File: src/rtl/shift_right_seq.sv
// Multi-cycle right shifter: shifts the operand one bit per clock, logical or
// arithmetic, with start/ready handshake, one-cycle done pulse and flush abort.
module shift_right_seq #(
  parameter int WIDTH = 32,
  parameter int SHW   = 5
) (
  input  logic             clk,
  input  logic             rst_n,
  input  logic             start,
  input  logic [WIDTH-1:0] shift_in,
  input  logic [SHW-1:0]   shamt,
  input  logic             arith,
  input  logic             flush,
  output logic             ready,
  output logic             busy,
  output logic             done,
  output logic [WIDTH-1:0] shifted_out
);

  typedef enum logic [1:0] {
    S_IDLE  = 2'd0,
    S_SHIFT = 2'd1,
    S_DONE  = 2'd2
  } state_e;

  state_e           state_q, state_d;
  logic [WIDTH-1:0] data_q,  data_d;
  logic [SHW-1:0]   cnt_q,   cnt_d;
  logic             mode_q,  mode_d;
  logic             accept;

  assign accept = (state_q == S_IDLE) && start && !flush;

  // NOTE: sequential state uses non-blocking assignments so every register
  // samples pre-edge values; the datapath registers are reset too because
  // shifted_out is architecturally visible and must read 0 after reset.
  always_ff @(posedge clk or negedge rst_n) begin
    if (!rst_n) begin
      state_q <= S_IDLE;
      data_q  <= '0;
      cnt_q   <= '0;
      mode_q  <= 1'b0;
    end else begin
      state_q <= state_d;
      data_q  <= data_d;
      cnt_q   <= cnt_d;
      mode_q  <= mode_d;
    end
  end

  // NOTE: every combinational output gets a default first, so no path
  // through the case statement can infer a latch.
  always_comb begin
    state_d = state_q;
    if (flush) begin
      state_d = S_IDLE;
    end else begin
      unique case (state_q)
        S_IDLE:  if (start) state_d = (shamt == '0) ? S_DONE : S_SHIFT;
        S_SHIFT: if (cnt_q <= SHW'(1)) state_d = S_DONE;
        S_DONE:  state_d = S_IDLE;
        default: state_d = S_IDLE;
      endcase
    end
  end

  // Datapath: load on accept, one-bit shift per SHIFT cycle; flush freezes it.
  always_comb begin
    data_d = data_q;
    cnt_d  = cnt_q;
    mode_d = mode_q;
    if (accept) begin
      data_d = shift_in;
      cnt_d  = shamt;
      mode_d = arith;
    end else if (state_q == S_SHIFT && !flush && cnt_q != '0) begin
      data_d = {mode_q & data_q[WIDTH-1], data_q[WIDTH-1:1]};
      cnt_d  = cnt_q - SHW'(1);
    end
  end

  // A flush landing on the DONE cycle suppresses that cycle's pulse.
  always_comb begin
    ready = (state_q == S_IDLE);
    busy  = (state_q == S_SHIFT);
    done  = (state_q == S_DONE) && !flush;
  end

  assign shifted_out = data_q;

endmodule

File: config.mk
export PLATFORM = sky130hd
export DESIGN_NAME = shift_right_seq
export DESIGN_NICKNAME = d
export VERILOG_FILES = /design/src/rtl/shift_right_seq.sv
export SDC_FILE = /design/constraint.sdc
export NUM_CORES = 1
export LEC_CHECK = 0
export CORE_UTILIZATION = 50
export DETAILED_ROUTE_END_ITERATION = 12
export DONT_BUFFER_PORTS = 1
export SETUP_SLACK_MARGIN = 0.4
export SKIP_LAST_GASP = 1
export SLEW_MARGIN = 5
export SYNTH_ARGS = -nofsm -noshare
export SYNTH_HDL_FRONTEND = slang
export SYNTH_SLANG_ARGS = --single-unit
File: constraint.sdc
create_clock -name clk -period 3 [get_ports clk]
set_input_delay 0 -clock clk [delete_from_list [all_inputs] [get_ports clk]]
set_output_delay 0 -clock clk [all_outputs]
set_load 0.01 [all_outputs]
# After elaboration in Yosys (flattened, before gate mapping)
# Cells that the tools add are included.
[word_totals] output_inout_bits=35 ramBits=0 mem_bits_ro=0 elab_cells=31 in_bits=42 n_memories=0 regBits=40 latch_bits=0
[op_classes] eq_ne=4 reduce_logical=11 mux=9 multipliers=0 shifts=0 n_bitwise=1 addsub=1 div_mod_pow=0 magnitude_cmp=1
[op_table] op="32-bit 2-to-1 mux" n=2
[op_table] op="5-bit 2-to-1 mux" n=2
[op_table] op="2-bit 2-to-1 mux" n=4
[op_table] op="5-bit by 1-bit <= comparator with 1-bit output (second input constant)" n=1
[op_table] op="1-bit logical AND" n=5
[op_table] op="5-bit logical NOT" n=1
[op_table] op="5-bit nonzero test" n=1
[op_table] op="5-bit by 1-bit subtractor with 5-bit output (second input constant)" n=1
[op_table] op="2-bit case mux with 2 select lines" n=1
[op_table] op="3-bit by 2-bit inequality test with 1-bit output (second input constant)" n=1
[op_table] op="3-bit inequality test (second input constant)" n=1
[op_table] op="2-bit by 1-bit equality test with 1-bit output (second input constant)" n=1
[op_table] op="2-bit equality test (second input constant)" n=1
[op_table] op="2-bit logical NOT" n=1
[op_table] op="2-bit AND reduction" n=1
[op_table] op="2-bit nonzero test" n=1
[op_table] op="1-bit AND" n=1
[op_table] op="1-bit logical NOT" n=1

# Logic depth before layout (Yosys ltp)
# Gate-level depths: netlist of the first run.
[depth] depth_word=5 ltp_mapped=7

# Worst setup path after synthesis of the first run
# OpenSTA, ideal clock, no wires.
[synth_timing] path_type="reg-to-reg" from="register cnt_q[0]" to="register data_q[10] (netlist: shifted_out[10])" synth_period_minus_slack_ps=1710 path_slack_ps=1290 arrival_time_ps=1579 path_stages_with_launch=8 cell_sequence="dfrtp_1 > inv_1 > ha_1 > or4b_1 > clkbuf_1 > clkbuf_1 > nand3_1 > o211ai_1"
[synth_via] elab_chain_len=3
[synth_rtl] item="start: declaration" line="28" source="logic [SHW-1:0] cnt_q, cnt_d;"
[synth_rtl] item="start signal: assignment" line="46" source="cnt_q <= cnt_d;"
[synth_rtl] item="5-bit nonzero test" line="76" source="end else if (state_q == S_SHIFT && !flush && cnt_q != '0) begin"
[synth_rtl] item="1-bit logical AND" line="76"
[synth_rtl] item="2-bit nonzero test (no line)"
[synth_rtl] item="end signal: assignment" line="45" source="data_q <= data_d;"
[synth_rtl] item="end: declaration" line="27" source="logic [WIDTH-1:0] data_q, data_d;"
# No other way between the ends.
# A chain may end at the register's enable or synchronous reset.

# Final worst setup path of the first run
[layout_timing] from="register cnt_q[0]" to="register data_q[28] (netlist: shifted_out[28])"
# The elaborated chain is that of the path after synthesis.

==> results of run 1 <==
==> where the power goes <==
group / internal (W) / switching, W
sequential: 0.000749 / 0.000304
clock: 0.000294 / 0.000186
combinational: 0.000229 / 0.000254
==> final cells by class <==
cell class                 count  area (um2)
sequential                    40        1000
clock buffer                   7        96.3
fill                         311        1160
tap                           48        60.1
clock inverter                 1        30.0
inverter                       4        15.0
multi-input combinational    172         953
timing repair buffer          48         478
==> state kept, by name, summed over array words and instances, names as in the netlist <==
register     count
mode_q           1
state_q          2
shifted_out     32
cnt_q            5
==> metrics by stage <==
step	util [%]	instance area, um2	power [W]	worst slack (ps)
2_1_floorplan	-	2050	0.00136	1290
3_3_place_gp	54.4	2070	0.00146	867
3_5_place_dp	54.4	2070	0.00149	775
4_1_cts	69.3	2630	0.00203	756
5_1_grt	69.3	2630	0.00216	588
6_report	69.3	2630	0.00201	748
==> worst paths after layout <==
check	endpoint	slack, ps	cells after the start
max	shifted_out[28]	750	6
min reg2reg	mode_q	480	2
min	done	60	1
min in group asynchronous	state_q[0]	160	2
max in group asynchronous	shifted_out[25]	2630	2
max reg2reg	shifted_out[28]	750	6
==> per-layer routing <==
layer	global-route usage (%)	vias up	routed length (um)
met4	7.98	0	34
met5	0	-	0
li1	-	906	-
met1	33.9	884	2230
met2	44.6	80	2600
met3	8.10	4	368
==> cell usage in the layout (no fill, tap or decap), drive strengths merged <==
cell,n
a31oi,4
or4b,2
o211ai,31
nor3,3
nand2,67
nor3b,2
clkbuf,7
nand2b,1
nand4,1
bufinv,1
a32o,1
a21oi,1
o21ai,5
nand3,32
inv,4
o311ai,2
or4,1
dfrtp,40
nor4b,2
buf,6
or3b,1
and2b,1
o41ai,1
or3,1
a31o,1
ha,2
nor2,9
a2111oi,1
dlygate4sd3,42
==> cell families after synthesis <==
family                     count (synthesis)  synth area share, %
AOI/OAI and AO/OA                         47                 16.6
and+or+nand+nor                          123                 27.7
buffers and inverters                     26                 5.61
adders and majority gates                  2                 1.22
DFF                                       40                 48.8
==> critical path, stage by stage (launching register included) <==
cell      delay (ps)
dfrtp_1          430
inv_1            100
ha_1             180
nor4b_1          660
nor2_2           310
buf_4            290
o211ai_1         190
==> summary.txt, run 1 <==
Run status
  • Status: complete, no violations

Drt
  • DR pass1 iterations: 4
  • Via Count: 1874
  • Iter 0 DRT Violations: 163
  • Drt via density: 5.86
  • Wirelength per Cell: 16.3 um
  • # DRC: 0
  • DRT antenna net count: 0
  • Routed wire length: 5.23 mm

STA
  • Fin crit share: 75.1%
  • Final hold vios: 0
  • RSZ-0062 raised after global routing: no
  • Clock skew: 11.4 ps
  • Slew margin rel.: 43.5%
  • Final Slew Violations: 0
  • Worst-Margin Slew: 844 ps
  • Final hold slack: 55.3 ps
  • Period minus WS final: 2250 ps
  • Maximum clock frequency: 444 MHz
  • Fin Setup TNS: 0 ps
  • # setup viols final: 0

Worst setup path
  • Arrival time worst endpoint: 2450 ps
  • WP data required: 3200 ps
  • Crit-path max FO: 16
  • Critical path launch point type: flip-flop
  • RR Startpoint: cnt_q[0]
  • Setup crit end kind: flip-flop
  • Crit path from: cnt_q[0]
  • Worst Setup Path Type: flip-flop to flip-flop

Floorplanning
  • Core area: 3800 um2
  • # rows: 22
  • Die Area: 4360 um2
  • Initial Utilization: 54.0%
  • Die width: 66.1 um
  • Die height: 66.1 um
  • IO Pins: 77

CTS
  • Post-CTS sizing: 0
  • Worst-path clk slew: 80 ps
  • CTS max path bufs: 2
  • Post-CTS Setup Inserts: 0
  • Post-CTS Hold Fix Bufs: 43
  • Sink Count: 40
  • CTS Buf Count: 5
  • Clk_lat worst skew: 300 ps
  • H-Tree Depth: 2
  • Root Buffer: clkbuf_8
  • CTS tree: done

Place
  • Port-buffer cells: 0
  • Half-perimeter wire length after placement: 3.19 mm
  • RePlAce Congestion: 0.846
  • Inst Count DP: 269

Logic synthesis
  • Mean post-synth cell area: 8.62 um2
  • Ys async rst share: 100%
  • Sequential area share after synthesis: 48.8%
  • Count of unique library cells instantiated by Yosys: 32
  • Post-synth top area share: 48.8%
  • Synth Register Bits: 40
  • Count leader, synth: nand2_1
  • EDFF count, synth: 0
  • Post-synth top area cell: dfrtp_1
  • Mapped cell area: 2050 um2
  • Ys flop type: dfrtp_1
  • Post-synth top cells: nand2_1 (67), dfrtp_1 (40), nand3_1 (32)
  • Synth Net Count: 282
  • Synthesized netlist cell count: 238
  • Synth top area cells: dfrtp_1 (49%), nand2_1 (12%), o211ai_1 (11%)
  • Synth warn: 0

Global route
  • GRT Total Usage: 27.0%
  • Grt total ovfl: 0
  • Vias in the first global route: 1874
  • First-pass GRT wire length: 8.81 mm
  • Initial antenna violation count: 0
  • Largest net degree at the start of global routing: 41

Cells and area
  • Final std cells w/o fill: 320
  • # nets final: 315
  • Layout area overhead: 28.4%
  • N_diodes: 0
  • Layout cells sized above 1: 7.35%

Worst hold path
  • HP Class: input pin to output port
  • Hold Crit Start: flush

Pwr
  • Leakage power: 1.06 nW
  • Pwr Density: 765 nW/um2
  • Peak supply drop: 0.487 mV

Job
  • Max_cap viols: 0
Note: power is estimated with default switching activity, not from simulation.
==> inputs of run 2 (changes only) <==
ABC_AREA = 1   (was default)
clock period = 2.1 ns   (was 3 ns; I/O delays follow)
==> summary.txt, run 2 <==
Place
  • RePlAce Congestion: 0.778 (-8.1%)
  • Half-perimeter wire length after placement: 3.07 mm (-3.8%)
  • Inst Count DP: 364 (+35%)
  • Port-buffer cells: 0 (unchanged)

Global route
  • Grt total ovfl: 0 (unchanged)
  • Initial antenna violation count: 0 (unchanged)
  • First-pass GRT wire length: 8.89 mm (+0.86%)
  • Largest net degree at the start of global routing: 46 (+12%)
  • Vias in the first global route: 2012 (+7.4%)
  • GRT Total Usage: 23.0% (-4.0 points)

Pwr
  • Pwr Density: 1220 nW/um2 (+60%)
  • Peak supply drop: 0.620 mV (+27%)
  • Leakage power: 1.61 nW (+52%)

STA
  • Clock skew: 5.50 ps (-5.88 ps)
  • Slew margin rel.: 68.0% (+25 points)
  • Fin Setup TNS: 0 ps (unchanged)
  • Maximum clock frequency: 615 MHz (+38%)
  • RSZ-0062 raised after global routing: yes
  • Worst-Margin Slew: 479 ps (-365 ps)
  • Fin crit share: 77.5% (+2.4 points)
  • Final hold vios: 0 (unchanged)
  • Period minus WS final: 1630 ps (-626 ps)
  • Final Slew Violations: 0 (unchanged)
  • # setup viols final: 0 (unchanged)

Logic synthesis
  • Synth top area cells: dfrtp_1 (44%), nand2_1 (26%), nand3_1 (8.7%)
  • Post-synth top cells: nand2_1 (158), inv_1 (44), dfrtp_1 (40)
  • Sequential area share after synthesis: 44.5% (-4.3 points)
  • Ys async rst share: 100% (unchanged)
  • Synth Net Count: 368 (+30%)
  • Synth Register Bits: 40 (unchanged)
  • Post-synth top area cell: dfrtp_1
  • Post-synth top area share: 44.5% (-4.3 points)
  • EDFF count, synth: 0 (unchanged)
  • Mean post-synth cell area: 6.95 um2 (-19%)
  • Count of unique library cells instantiated by Yosys: 22 (-31%)
  • Count leader, synth: nand2_1
  • Synth warn: 0 (unchanged)
  • Synthesized netlist cell count: 324 (+36%)
  • Mapped cell area: 2250 um2 (+9.7%)
  • Ys flop type: dfrtp_1

Worst setup path
  • Worst Setup Path Type: flip-flop to flip-flop
  • WP buf/inv: 2 (unchanged)
  • Slowest cell on crit path: dlygate4sd3_1
  • WP data required: 2280 ps (-920 ps)
  • Cell depth of the worst setup path: 7 (+1)
  • Critical path launch point type: flip-flop
  • Crit-path max FO: 3 (-13)
  • R2R Setup Slk: 470 ps (-270 ps)
  • Worst R2R Path Depth: 7 (+1)
  • Crit path max-delay family: buffers and inverters
  • Crit-path max cell delay: 570 ps (-90 ps)
  • Crit-path cells: inv_1 -> nand2_1 -> nor2_4 -> dlygate4sd3_1 -> nand3_1 -> nand2_1 -> nand3_1
  • Setup crit end kind: flip-flop
  • RR Endpoint: cnt_q[3]
  • RR Startpoint: state_q[1]
  • Arrival time worst endpoint: 1810 ps (-640 ps)

CTS
  • Root Buffer: clkbuf_8
  • Sink Count: 40 (unchanged)
  • H-Tree Depth: 2 (unchanged)
  • CTS tree: done
  • Worst-path clk slew: 80 ps (about the same)
  • CTS max path bufs: 2 (unchanged)
  • Clk_lat worst skew: 290 ps (about the same)
  • CTS Buf Count: 5 (unchanged)

Worst hold path
  • Hold depth: 1 (unchanged)
  • Hold EP: done
  • HP Class: input pin to output port
  • Hold Crit Start: flush

Run status
  • Status: complete, no violations

Drt
  • DR pass1 iterations: 4 (unchanged)
  • Drt via density: 4.97 (-15%)
  • DRT antenna net count: 0 (unchanged)
  • Via Count: 2108 (+12%)
  • # DRC: 0 (unchanged)
  • Iter 0 DRT Violations: 122 (-25%)
  • Wirelength per Cell: 13.0 um (-21%)
  • Routed wire length: 5.50 mm (+5.2%)

Floorplanning
  • Die height: 69.1 um (+4.6%)
  • Die Area: 4770 um2 (+9.4%)
  • IO Pins: 77 (unchanged)
  • Initial Utilization: 51.7% (-2.3 points)
  • Die width: 69.1 um (+4.6%)
  • # rows: 24 (+9.1%)
  • Core area: 4350 um2 (+15%)

Cells and area
  • Largest register FFs: 32 (unchanged)
  • Final std cells w/o fill: 424 (+33%)
  • Commonest non-fill, non-tap cell in the layout: nand2_1
  • Layout cells sized above 1: 6.99% (-0.36 points)
  • Layout area overhead: 27.7%
  • Commonest cells after routing, fill and taps aside: nand2_1 (158), dlygate4sd3_1 (44), inv_1 (43)
  • N_diodes: 0 (unchanged)
  • # nets final: 416 (+32%)

Job
  • Max_cap viols: 0 (unchanged)
==> run 2: cell count changes after synthesis, sizes merged, moves of 3 or more <==
cell | previous run | this run
nand2 | 67 | 159
o211ai | 31 | 0
o21ai | 5 | 2
clkbuf | 13 | 1
buf | 9 | 13
a31oi | 4 | 0
nand3 | 32 | 40
nor2 | 9 | 14
inv | 4 | 45
==> run 2: final cells by class <==
| type | count | area, um2 |
|---|---|---|
| inverter | 45 | 174 |
| sequential | 40 | 1000 |
| timing repair inverter | 2 | 15.0 |
| clock buffer | 6 | 72.6 |
| clock inverter | 1 | 5.00 |
| tap | 52 | 65.1 |
| fill | 400 | 1480 |
| timing repair buffer | 53 | 563 |
| multi-input combinational | 225 | 978 |
==> run 2: per-layer routing <==
metal / global-route usage [%] / up-vias / share of wire (%)
li1: - / 1067 / -
met1: 28.4 / 949 / 44
met2: 39.6 / 84 / 48
met3: 6.14 / 8 / 6.8
met4: 5.90 / 0 / 1.1
met5: 0 / - / 0
==> run 2: cell families (layout without fill, tap and decap cells) <==
group / after synthesis / after routing / synth area share (%)
compound gates: 4 / 4 / 1.11
xor+xnor: 1 / 1 / 0.389
fa+ha+maj: 2 / 2 / 1.11
buf+inv: 59 / 107 / 12.7
flops: 40 / 40 / 44.5
simple gates: 218 / 218 / 40.2
==> run 2: worst max-delay path by stage <==
stage / startpoint / to / slack, ps
floorplan: cnt_q[0] / shifted_out[25] / 780
global placement: cnt_q[0] / shifted_out[28] / 270
detailed placement: cnt_q[0] / shifted_out[6] / 210
CTS: cnt_q[0] / shifted_out[6] / 270
global route: state_q[1] / cnt_q[3] / 370
finish: state_q[1] / cnt_q[3] / 470
==> run 2: worst reg2reg max path, cell delays in order (launching register included) <==
cell,delay [ps]
dfrtp_2,440
inv_1,90
nand2_1,100
nor2_4,130
dlygate4sd3_1,570
nand3_1,80
nand2_1,60
nand3_1,60
==> run 2: per-stage QoR <==
stage                     setup WS [ps]  total power [W]  hold slack, ps  instance area [um2]  utilization (%)
after floorplan                     778          0.00258            -296                 2250                -
after global placement              271          0.00274            -295                 2210             50.8
after detailed placement            206          0.00277            -295                 2210             50.8
after CTS                           269          0.00336           0.419                 2760             63.3
after global routing                368          0.00384            54.9                 2880             66.0
final                               473          0.00351            52.9                 2880             66.0
==> run 2: power breakdown <==
part           switching, W  internal, W  leakage (nW)  total [W]
sequential         0.000393      0.00112         0.503    0.00151
clock              0.000258     0.000226        0.0410   0.000485
combinational      0.000909     0.000604          1.07    0.00151
total               0.00156      0.00195          1.61    0.00351
==> run 2: repair_timing <==
item                                   4_1_cts  5_1_grt
setup endpoints to repair                   35       37
cloned                                       0        3
setup buffers                                0        5
pin swaps                                    0        2
resized for setup                            1       10
endpoints found under the hold margin       79        0
hold buffers                                45        0
==> inputs of run 3 (changes only) <==
clock period = 1.6 ns   (was 2.1 ns; I/O delays follow)
==> summary.txt, run 3 (same netlist as run 2, synthesis figures left out) <==
Global route
  • GR Util met2: 38.6% (-0.97 points)
  • Initial antenna violation count: 0 (unchanged)
  • Grt total ovfl: 0 (unchanged)
  • Grt met1 use: 29.3% (+0.96 points)
  • GRT Total Usage: 22.8% (-0.17 points)
  • Largest net degree at the start of global routing: 41 (-11%)
  • GRT busiest layer: met2
  • GRT met3 Usage: 5.56% (-0.58 points)
  • First-pass GRT wire length: 8.88 mm (about the same)
  • Vias in the first global route: 2057 (+2.2%)

Place
  • Pre-CTS setup slack: 97.2 ps (-109 ps)
  • Port-buffer cells: 0 (unchanged)
  • Half-perimeter wire length after placement: 3.30 mm (+7.5%)
  • RePlAce Congestion: 0.795 (+2.2%)

Floorplanning
  • Initial Utilization: 51.7% (unchanged)
  • IO Pins: 77 (unchanged)
  • Core area: 4350 um2 (unchanged)
  • # rows: 24 (unchanged)
  • Die height: 69.1 um (unchanged)
  • Die Area: 4770 um2 (unchanged)
  • Die width: 69.1 um (unchanged)

STA
  • Period minus WS final: 1370 ps (-260 ps)
  • Setup WS post-layout: 233 ps (-240 ps)
  • Final hold vios: 0 (unchanged)
  • Final Slew Violations: 0 (unchanged)
  • Maximum clock frequency: 732 MHz (+19%)
  • # setup viols final: 0 (unchanged)
  • RSZ-0062 raised after global routing: yes
  • Clock skew: 2.70 ps (-2.80 ps)
  • Fin crit share: 85.4% (+8.0 points)
  • Worst-Margin Slew: 384 ps (-95.3 ps)
  • Fin Setup TNS: 0 ps (unchanged)
  • Slew margin rel.: 74.2% (+6.2 points)

Pwr
  • P_int: 0.00264 W (+35%)
  • P_sw: 0.00205 W (+31%)
  • Peak supply drop: 0.854 mV (+38%)
  • Part of the power in registers: 42.5% (-0.6 points)
  • Power consumption: 0.00468 W (+33%)
  • Switching Fraction: 43.7% (-0.75 points)
  • Logic gate share of total power: 44.1% (+1.0 points)
  • Pwr Density: 1610 nW/um2 (+32%)
  • Clock network power share: 13.4% (-0.4 points)
  • Leakage power: 1.64 nW (+1.8%)

Cells and area
  • Layout cells sized above 1: 9.63% (+2.6 points)
  • Layout area overhead: 29.5%
  • Largest register FFs: 32 (unchanged)
  • Commonest non-fill, non-tap cell in the layout: nand2_1
  • Commonest cells after routing, fill and taps aside: nand2_1 (158), inv_1 (42), dlygate4sd3_1 (41)
  • N_diodes: 0 (unchanged)
  • # nets final: 418 (+0.48%)
  • Filler cells: 385 (-3.8%)
  • Util after Layout: 66.9% (+0.89 points)

Worst setup path
  • RR Startpoint: state_q[0]
  • Critical path launch point type: flip-flop
  • R2R Setup Slk: 230 ps (-240 ps)
  • Cell depth of the worst setup path: 7 (unchanged)
  • Setup crit end kind: flip-flop
  • Crit-path max FO: 29 (+26)
  • Arrival time worst endpoint: 1540 ps (-270 ps)
  • Crit-path cells: nor2_4 -> nand3_4 -> buf_12 -> nand2_1 -> inv_1 -> nand2_1 -> nand3_1
  • Crit-path max cell delay: 440 ps (-130 ps)
  • WP buf/inv: 2 (unchanged)
  • Crit path max-delay family: simple AND/OR/NAND/NOR gates
  • RR Endpoint: shifted_out[21]
  • Crit path from: state_q[0]
  • Slowest cell on crit path: dfrtp_1
  • WP data required: 1770 ps (-510 ps)
  • Worst R2R Path Depth: 7 (unchanged)
  • CP Capture Point: shifted_out[21]
  • CP dominant cell by count: nand2_1
  • Worst Setup Path Type: flip-flop to flip-flop

CTS
  • CTS tree: done
  • Sink Count: 40 (unchanged)
  • H-Tree Depth: 2 (unchanged)
  • Clk_lat worst skew: 280 ps (about the same)
  • CTS Buf Count: 5 (unchanged)
  • Root Buffer: clkbuf_8
  • Worst-path clk slew: 70 ps (about the same)
  • CTS max path bufs: 2 (unchanged)

Drt
  • Wirelength per Cell: 12.4 um (-4.1%)
  • Routed wire length: 5.30 mm (-3.7%)
  • DRT antenna net count: 0 (unchanged)
  • DR pass1 iterations: 5 (+1)
  • Iter 0 DRT Violations: 88 (-28%)
  • # DRC: 0 (unchanged)
  • Drt via density: 4.91 (-1.2%)
  • Via Count: 2092 (-0.76%)

Job
  • Max_cap viols: 0 (unchanged)

Run status
  • Status: complete, no violations

Worst hold path
  • HP Class: input pin to flip-flop
run 3: cell types whose count changed in the layout (fill, tap and decap cells not counted), moves of 2 or more:
cell	change
nor2_2	+2
buf_4	+3
dlygate4sd3_1	-3
nor2_1	-2
buf_6	+4
o21ai_0	-2
o21ai_1	+2
clkinvlp_4	-3
inv_2	+2
run 3: cell type report:
type                    count  area (um2)  share of cell area, %
multi-input cells         225         998                   34.3
clock buffers               6        72.6                   2.49
repair buffers             57         596                   20.4
inverters                  45         174                   5.97
flip-flops and latches     40        1000                   34.4
clock inverters             1        5.00                  0.172
well taps                  52        65.1                   2.23
run 3: worst reg2reg max path: stages (launching register included):
cell and delay [ps]:
dfrtp_1 440, nor2_4 230, nand3_4 150, buf_12 190
nand2_1 90, inv_1 50, nand2_1 50, nand3_1 70
run 3: routing by layer:
layer | vias to the layer above | routed length (um) | part of all wire, %
met2 | 70 | 2550 | 48
met4 | 0 | 33 | 0.62
met5 | - | 0 | 0
met3 | 4 | 340 | 6.4
met1 | 950 | 2380 | 45
li1 | 1068 | - | -
run 3: worst min-delay path by stage:
stage                 startpoint         endpoint  slack, ps  depth (start not counted)
finish                  shamt[0]       state_q[1]         10                          5
global route            shamt[0]       state_q[1]         40                          5
detailed placement         rst_n  shifted_out[27]       -290                          0
global placement           rst_n  shifted_out[28]       -290                          0
CTS                 shift_in[27]  shifted_out[27]       -150                          2
floorplan                  rst_n         cnt_q[0]       -300                          0
run 3: metrics by stage:
stage	instances	area [um2]	hold slack [ps]
floorplan	324	2290	-296
global placement	370	2290	-295
detailed placement	370	2290	-295
CTS	424	2870	-146
global route	426	2910	38.5
finish	426	2910	14.1
run 3: what timing repair did:
item / CTS / global route
pin swaps: 4 / 2
gates resized for setup: 11 / 9
hold endpoints to repair: 80 / 1
hold buffers: 41 / 1
endpoints found under the setup margin: 40 / 40
buffers inserted: 6 / 1
run 3: power by group through the flow:
stage	combinational (W)	sequential [W]	clock, W
floorplan	0.00154	0.00191	0
global placement	0.00173	0.00201	0
detailed placement	0.00173	0.00201	0
CTS	0.00199	0.00199	0.000650
global route	0.00240	0.00204	0.000685
finish	0.00206	0.00199	0.000628
